<file path="config.mk">
export PLATFORM = sky130hd
export DESIGN_NAME = pipe_hazard_scoreboard
export DESIGN_NICKNAME = d
export VERILOG_FILES = /design/src/rtl/pipe_hazard_scoreboard.sv
export SDC_FILE = /design/constraint.sdc
export NUM_CORES = 1
export LEC_CHECK = 0
export ABC_AREA = 1
export CAP_MARGIN = 20
export CORE_MARGIN = 3
export CORE_UTILIZATION = 35
export DETAILED_ROUTE_END_ITERATION = 7
export PLACE_DENSITY_LB_ADDON = 0.15
export SETUP_SLACK_MARGIN = 0.2
export SLEW_MARGIN = 20
export SYNTH_ARGS = -nofsm -noshare
export SYNTH_HDL_FRONTEND = slang
export SYNTH_SLANG_ARGS = --single-unit
</file>
<file path="constraint.sdc">
create_clock -name clk -period 1.2 [get_ports clk]
set_input_delay 0.24 -clock clk [delete_from_list [all_inputs] [get_ports clk]]
set_output_delay 0.24 -clock clk [all_outputs]
set_load 0.01 [all_outputs]
</file>
<file path="src/rtl/pipe_hazard_scoreboard.sv">
// ---------------------------------------------------------------------------
// pipe_hazard_scoreboard
//
// RAW-hazard scoreboard and forwarding-select generator for the pipelined
// MIPS core. Every in-flight register-writing instruction is tracked from EX
// (position 1) to WB (position DEPTH) in a shift register. Each cycle the
// instruction sitting in ID is checked against those producers. The block
// then decides either to stall the pipeline, or to pick the downstream
// position that each source operand is forwarded from.
//
// Optional feature macro: HAZARD_PERF_CNT_EN
//   When defined, stall_cycles counts the clock edges on which stall was
//   high. The count saturates at all-ones and is cleared only by reset.
//   When undefined, no counter logic is built and stall_cycles is tied to 0.
//
// Ports
//   clk, rst_n           rising-edge clock, asynchronous active-low reset
//   id_valid             ID holds a real instruction
//   id_rs, id_rt         source register addresses
//   id_uses_rs/rt        the matching source is actually read
//   id_rd, id_regwrite   destination register and its write enable
//   id_is_load           the ID instruction is a load
//   flush                taken branch: kill the ID instruction
//   stall                combinational: freeze PC/IF-ID, bubble into EX
//   ex_valid             registered: EX holds an issued instruction
//   ex_fwd_a, ex_fwd_b   registered forward selects (0 = register file,
//                        k = forward from position k)
//   stall_cycles         stall-cycle performance counter
// ---------------------------------------------------------------------------
module pipe_hazard_scoreboard #(
  parameter int REG_AW     = 5,
  parameter int DEPTH      = 3,
  parameter int ALU_READY  = 2,
  parameter int LOAD_READY = 3,
  parameter int SEL_W      = 2
) (
  input  logic              clk,
  input  logic              rst_n,
  input  logic              id_valid,
  input  logic [REG_AW-1:0] id_rs,
  input  logic [REG_AW-1:0] id_rt,
  input  logic              id_uses_rs,
  input  logic              id_uses_rt,
  input  logic [REG_AW-1:0] id_rd,
  input  logic              id_regwrite,
  input  logic              id_is_load,
  input  logic              flush,
  output logic              stall,
  output logic              ex_valid,
  output logic [SEL_W-1:0]  ex_fwd_a,
  output logic [SEL_W-1:0]  ex_fwd_b,
  output logic [31:0]       stall_cycles
);

  // Scoreboard entries. Index p is the producer currently at position p.
  logic [DEPTH:1]             valid_q, valid_d;
  logic [DEPTH:1][REG_AW-1:0] rd_q, rd_d;
  logic [DEPTH:1]             is_load_q, is_load_d;

  logic             ex_valid_q, ex_valid_d;
  logic [SEL_W-1:0] ex_fwd_a_q, ex_fwd_a_d;
  logic [SEL_W-1:0] ex_fwd_b_q, ex_fwd_b_d;

  logic             need_a, need_b;
  logic             haz_a, haz_b;
  logic [SEL_W-1:0] sel_a, sel_b;
  logic             issue;

  // Resolves one source operand. The result is {hazard, select}. The loop
  // walks from the oldest position to the youngest, so the youngest match
  // overwrites any older one and alone decides the result. A producer in
  // the last position writes the register file this cycle, and that write
  // lands before the read, so no forwarding is needed.
  function automatic logic [SEL_W:0] resolve(
    input logic [REG_AW-1:0]             src,
    input logic                          needed,
    input logic [DEPTH:1]                v,
    input logic [DEPTH:1][REG_AW-1:0]    rd,
    input logic [DEPTH:1]                ld
  );
    logic             haz;
    logic [SEL_W-1:0] sel;
    int               q;
    int               r;
    haz = 1'b0;
    sel = '0;
    q   = 0;
    r   = 0;
    if (needed) begin
      for (int p = DEPTH; p >= 1; p--) begin
        if (v[p] && (rd[p] == src)) begin
          if (p == DEPTH) begin
            haz = 1'b0;
            sel = '0;
          end else begin
            q = p + 1;
            r = ld[p] ? LOAD_READY : ALU_READY;
            if (q >= r) begin
              haz = 1'b0;
              sel = SEL_W'(q);
            end else begin
              haz = 1'b1;
              sel = '0;
            end
          end
        end
      end
    end
    return {haz, sel};
  endfunction

  // Hazard and forward-select decision for the instruction in ID.
  always_comb begin
    need_a         = id_valid & id_uses_rs & (id_rs != '0);
    need_b         = id_valid & id_uses_rt & (id_rt != '0);
    {haz_a, sel_a} = resolve(id_rs, need_a, valid_q, rd_q, is_load_q);
    {haz_b, sel_b} = resolve(id_rt, need_b, valid_q, rd_q, is_load_q);
    stall          = ~flush & (haz_a | haz_b);
    issue          = id_valid & ~stall & ~flush;
  end

  // Next state. The entries shift one position toward WB, and position 1
  // takes the issuing producer or a bubble. Writes to r0 are not tracked
  // because r0 never causes a hazard.
  always_comb begin
    valid_d   = '0;
    rd_d      = '0;
    is_load_d = '0;
    for (int p = DEPTH; p >= 2; p--) begin
      valid_d[p]   = valid_q[p-1];
      rd_d[p]      = rd_q[p-1];
      is_load_d[p] = is_load_q[p-1];
    end
    valid_d[1]   = issue & id_regwrite & (id_rd != '0);
    rd_d[1]      = id_rd;
    is_load_d[1] = id_is_load;

    ex_valid_d = issue;
    ex_fwd_a_d = issue ? sel_a : '0;
    ex_fwd_b_d = issue ? sel_b : '0;
  end

  always_ff @(posedge clk or negedge rst_n) begin
    if (!rst_n) begin
      valid_q    <= '0;
      rd_q       <= '0;
      is_load_q  <= '0;
      ex_valid_q <= 1'b0;
      ex_fwd_a_q <= '0;
      ex_fwd_b_q <= '0;
    end else begin
      valid_q    <= valid_d;
      rd_q       <= rd_d;
      is_load_q  <= is_load_d;
      ex_valid_q <= ex_valid_d;
      ex_fwd_a_q <= ex_fwd_a_d;
      ex_fwd_b_q <= ex_fwd_b_d;
    end
  end

  assign ex_valid = ex_valid_q;
  assign ex_fwd_a = ex_fwd_a_q;
  assign ex_fwd_b = ex_fwd_b_q;

`ifdef HAZARD_PERF_CNT_EN
  logic [31:0] stall_cycles_q, stall_cycles_d;

  // The counter saturates so that a long run cannot wrap back to small values.
  always_comb begin
    stall_cycles_d = stall_cycles_q;
    if (stall && (stall_cycles_q != 32'hFFFF_FFFF)) begin
      stall_cycles_d = stall_cycles_q + 32'd1;
    end
  end

  always_ff @(posedge clk or negedge rst_n) begin
    if (!rst_n) begin
      stall_cycles_q <= '0;
    end else begin
      stall_cycles_q <= stall_cycles_d;
    end
  end

  assign stall_cycles = stall_cycles_q;
`else
  assign stall_cycles = 32'd0;
`endif

endmodule

</file>
# After elaboration in Yosys (flattened, before gate mapping)
# Index checks and enable logic that the tools add are counted.
[classes]
magnitude_cmp = 2
n_eq_ne = 4
n_mux = 20
bitwise_logic = 12
reduce_logical = 7
[ops]
columns = ["op", "count"]
rows = [
  ["$eq A5 B5 Y1", 4],
  ["$mux W2", 10],
  ["$reduce_bool A5 Y1", 3],
  ["$mux W1", 10],
  ["$and A1 B1 Y1", 9],
  ["$ge A2 B2 Y1 const A", 2],
  ["$logic_and A1 B1 Y1", 4],
  ["$not A1 Y1", 2],
  ["$or A1 B1 Y1", 1],
]
[word_totals]
register_bits = 19
inputBits = 23
output_inout_bits = 38
word_cells = 52

# Longest topological paths before layout
# Gate-level depths: netlist of the first run.
[depth]
word_depth = 13
ltp_mapped = 9
depth_no_buf = 9

# Worst setup path before layout of the first run
# No wires, ideal clock.
[synth_timing]
kind = "flip-flop to output port"
from = "reg rd_q, in the netlist rd_d[9]"
to = "out stall"
arrival_time_ns = 1.065
slack_ns = -0.105
path_stages_with_launch = 6
path_buffers = 0
path_cell_list = "dfrtp_1 xnor2_1 nand2_1 nor2_4 nand4_1 a21oi_1"
[synth_between]
elab_chain_cells = 6
word_cells_on_any_way = 10
classes_between = "2 x eq/ne; 4 x mux; 2 x bitwise; 2 x reduce/logical"
[synth_lines]
columns = ["item", "line", "text"]
rows = [
  ["from (decl)", "57", "logic [DEPTH:1][REG_AW-1:0] rd_q, rd_d;"],
  ["from (signal assigned)", "153", "rd_q <= rd_d;"],
  ["$eq A5 B5 Y1", "91", "if (v[p] && (rd[p] == src)) begin"],
  ["$logic_and A1 B1 Y1", "91", ""],
  ["$mux W1", "91", ""],
  ["$mux W1", "89", "if (needed) begin"],
  ["$or A1 B1 Y1 (*)", "118", "stall = ~flush & (haz_a | haz_b);"],
  ["$and A1 B1 Y1 (*)", "118", ""],
  ["to (decl)", "48", "output logic stall,"],
]
# Mark *: on every way between the ends. The rest lies on a longest branch, timed or not.

# Final worst setup path of the first run
[layout_timing]
from = "reg rd_q, in the netlist rd_d[7]"
to = "out stall"
# Same word-level chain as after synthesis.

==> results of run 1 <==
==> through the flow <==
step,total power [W],util [%],TNS [ps],cells
5_1_grt,0.00140,49.8,-2820,253
3_3_place_gp,0.000939,47.0,-4210,242
6_report,0.00132,49.8,-1940,253
2_1_floorplan,0.000876,-,-77.8,194
3_5_place_dp,0.000944,47.0,-4310,242
4_1_cts,0.00132,48.9,-1460,251
==> registers in the layout, indices dropped and copies added (netlist names) <==
signal	flops
ex_fwd_a	2
ex_fwd_b	2
ex_valid	1
is_load_q	1
valid_q	2
rd_d	10
==> Yosys cell counts <==
| master | number |
|---|---|
| xor2_1 | 3 |
| nand2_2 | 2 |
| nor2_2 | 2 |
| nand3_2 | 2 |
| nand3b_1 | 2 |
| nand2_1 | 30 |
| a21oi_1 | 3 |
| nor3_2 | 2 |
| conb_1 | 1 |
| or2_2 | 1 |
| nand3_1 | 9 |
| inv_1 | 21 |
| o21ai_1 | 1 |
| nand4_1 | 2 |
| inv_2 | 3 |
| dfrtp_1 | 18 |
| o21ai_0 | 5 |
| nor2_1 | 21 |
| buf_4 | 32 |
| o41ai_1 | 1 |
| xnor2_1 | 1 |
| nor2_4 | 1 |
==> worst max-delay path, delay by kind of cell (launching register included) <==
family | cells | cell delay [ps]
buffers and inverters | 1 | 140
AOI/OAI and AO/OA | 1 | 140
xor gates and xnor gates | 1 | 170
DFF | 1 | 450
and+or+nand+nor | 2 | 300
==> routing by layer <==
| metal | routed length, um | part of all wire (%) | global-route usage, % | up-vias |
|---|---|---|---|---|
| li1 | - | - | - | 533 |
| met5 | 0 | 0 | 0 | - |
| met3 | 266 | 10 | 2.77 | 6 |
| met2 | 1340 | 52 | 21.7 | 60 |
| met4 | 53 | 2.0 | 4.66 | 0 |
| met1 | 928 | 36 | 15.3 | 494 |
==> power groups by stage <==
stage	registers [W]	logic [W]	clock network, W
2_1_floorplan	0.000657	0.000219	0
3_3_place_gp	0.000661	0.000278	0
3_5_place_dp	0.000661	0.000283	0
4_1_cts	0.000649	0.000295	0.000376
5_1_grt	0.000653	0.000336	0.000406
6_report	0.000650	0.000300	0.000367
==> what timing repair did <==
action	4_1_cts	5_1_grt
setup buffers	5	2
hold endpoints to repair	0	0
resized for setup	43	6
pin swaps	7	2
cloned	0	0
setup endpoints to repair	12	12
==> final cells by class <==
cell class                 count  share of cell area (%)
tap                           44                    3.48
timing repair buffer          43                    22.5
inverter                      24                    5.69
sequential                    18                    28.5
multi-input combinational    120                    37.6
clock buffer                   4                    2.29
==> path summary, 6_finish.rpt <==
check	endpoint	slack, ps	depth (start not counted)
max	stall	-510	5
min	ex_fwd_a[0]	270	2
max reg2reg	valid_q[1]	-260	7
min reg2reg	valid_q[2]	390	0
max in group asynchronous	rd_d[13]	740	2
min in group clk	is_load_q[1]	380	1
==> cells by family after synthesis <==
family | after synthesis
AOI/OAI and AO/OA | 10
xor gates and xnor gates | 4
buffers and inverters | 56
DFF | 18
other | 1
and+or+nand+nor | 74
==> impl_results.md, run 1 <==
- Crit path largest cell delay: 450 ps
- Compound-cell area share of the yosys netlist: 4.41%
- Core Footprint: 3180 um2
- Fmax achieved: 0.584 GHz
- Vias in the first global route: 1029
- Critical path peak fanout: 4
- Max Root-Sink Buffers: 2
- Share of layout cells above drive strength 1: 24.4%
- RSZ-0062 raised after global routing: yes
- Vias per std cell: 4.32
- Synth Warn #: 0
- Vias: 1093
- Sequential share of power: 49.3%
- Syn Inst Count: 163
- Slew HR: 66.8%
- Clk_lat worst skew: 280 ps
- Worst Setup SP: rd_d[7]
- Worst min path class: in -> async
- Pleak: 0.866 nW
- Register area: 450 um2
- IO buf count: 28
- Synth Cell Area: 1220 um2
- Post-synthesis sequential area ratio: 36.9%
- RR Startpoint: rd_d[7]
- Clk network pwr share: 27.9%
- Pre-CTS setup slack: -1070 ps
- Die outline width: 65.0 um
- Clk root buf: clkbuf_4
- Final worst slack: -512 ps
- Post-route ant nets: 0
- Row Count: 20
- I/O Pins: 61
- Drc violations: 0
- Peak supply drop: 0.418 mV
- Most common cell after layout, fill and taps aside: conb_1
- Global-route usage over all layers: 12.6%
- Switch share: 28.6%
- Slowest CP cell: dfrtp_1
- Net Switching: 0.000377 W
- Num CTS Buffers: 3
- Status: finished with violations
- Worst setup SP type: register
- Die H: 65.0 um
- Synth Area in Simple Gates: 28.4%
- Post-CTS Hold Fix Bufs: 0
- Diode count: 0
- Synth area leaders: dfrtp_1, buf_4, nand2_1
- First-pass GRT wire length: 4230 um
- Clock skew: 1.38 ps
- WL/cell: 10.2 um
- Final Max Slew Viols: 0
- Failing checks: setup timing
- Largest family of logic cells by synthesized area: simple AND/OR/NAND/NOR gates
- Fill count: 330
- WP data required: 960 ps
- Comb pwr share: 22.8%
- Area of the multi-input gates: 596 um2
- Clock Sinks: 18
- Adder-Cell Fraction of Synth Area: 0%
- CTS H-tree lvls: 1
- Total gr overflow: 0
- CP Capture Type: output port
- Die outline area: 4230 um2
- Initial antenna violation count: 0
- Max Cap Violations: 0
- CTS tree: built
- Highest-count cells in the layout ignoring fill and taps: conb_1, nand2_1, dfrtp_1
- Yosys reg bits: 18
- WP data arrival: 1470 ps
- Largest net degree at the start of global routing: 19
- Crit Path Class: reg -> out
- Worst Tran Pin Value: 492 ps
- WHS: 269 ps
- Minimum clock period: 1710 ps
- Post-synthesis cell type count: 22
- Post-synth top area cell: dfrtp_1
- Final Net Count: 233
- Internal: 0.000941 W
- Initial core utilization: 38.4%
- Final period utilization: 143%
- Clock Pin Slew Worst Setup and Hold Paths: 100 ps
- Routed Wire Length: 2590 um
- Fin area: 1580 um2
- Post-Synth XOR/XNOR Area: 2.87%
- CP cell instances: xor2_1 -> nor2_2 -> nand4_1 -> a21oi_2 -> buf_2
- Syn avg cell area: 7.48 um2
- DRT Pass-1 Iters: 4
- Setup violators final: 7
- Post-synth top area share: 36.9%
- Mux cell area share after synthesis: 0%
- Final HPWL DP: 2100 um
- 1st-iter DRT viols: 26
- Routability cong.: 0.889
- Post-DP Area: 1500 um2
- Final Hold Fails: 0
- Cell Pwr Density: 833 nW/um2
- Area growth, synth to finish: 29.7%
(Power assumes the default switching activity.)
==> run 2: changes to the inputs <==
--- a/config.mk
+++ b/config.mk
@@ -6,7 +6,7 @@
 export NUM_CORES = 1
 export LEC_CHECK = 0
 export ABC_AREA = 1
-export CAP_MARGIN = 20
+export CAP_MARGIN = 0
 export CORE_MARGIN = 3
 export CORE_UTILIZATION = 35
 export DETAILED_ROUTE_END_ITERATION = 7
==> results of run 2 <==
Final layout, timing and power as in run 1 (identical DEF).
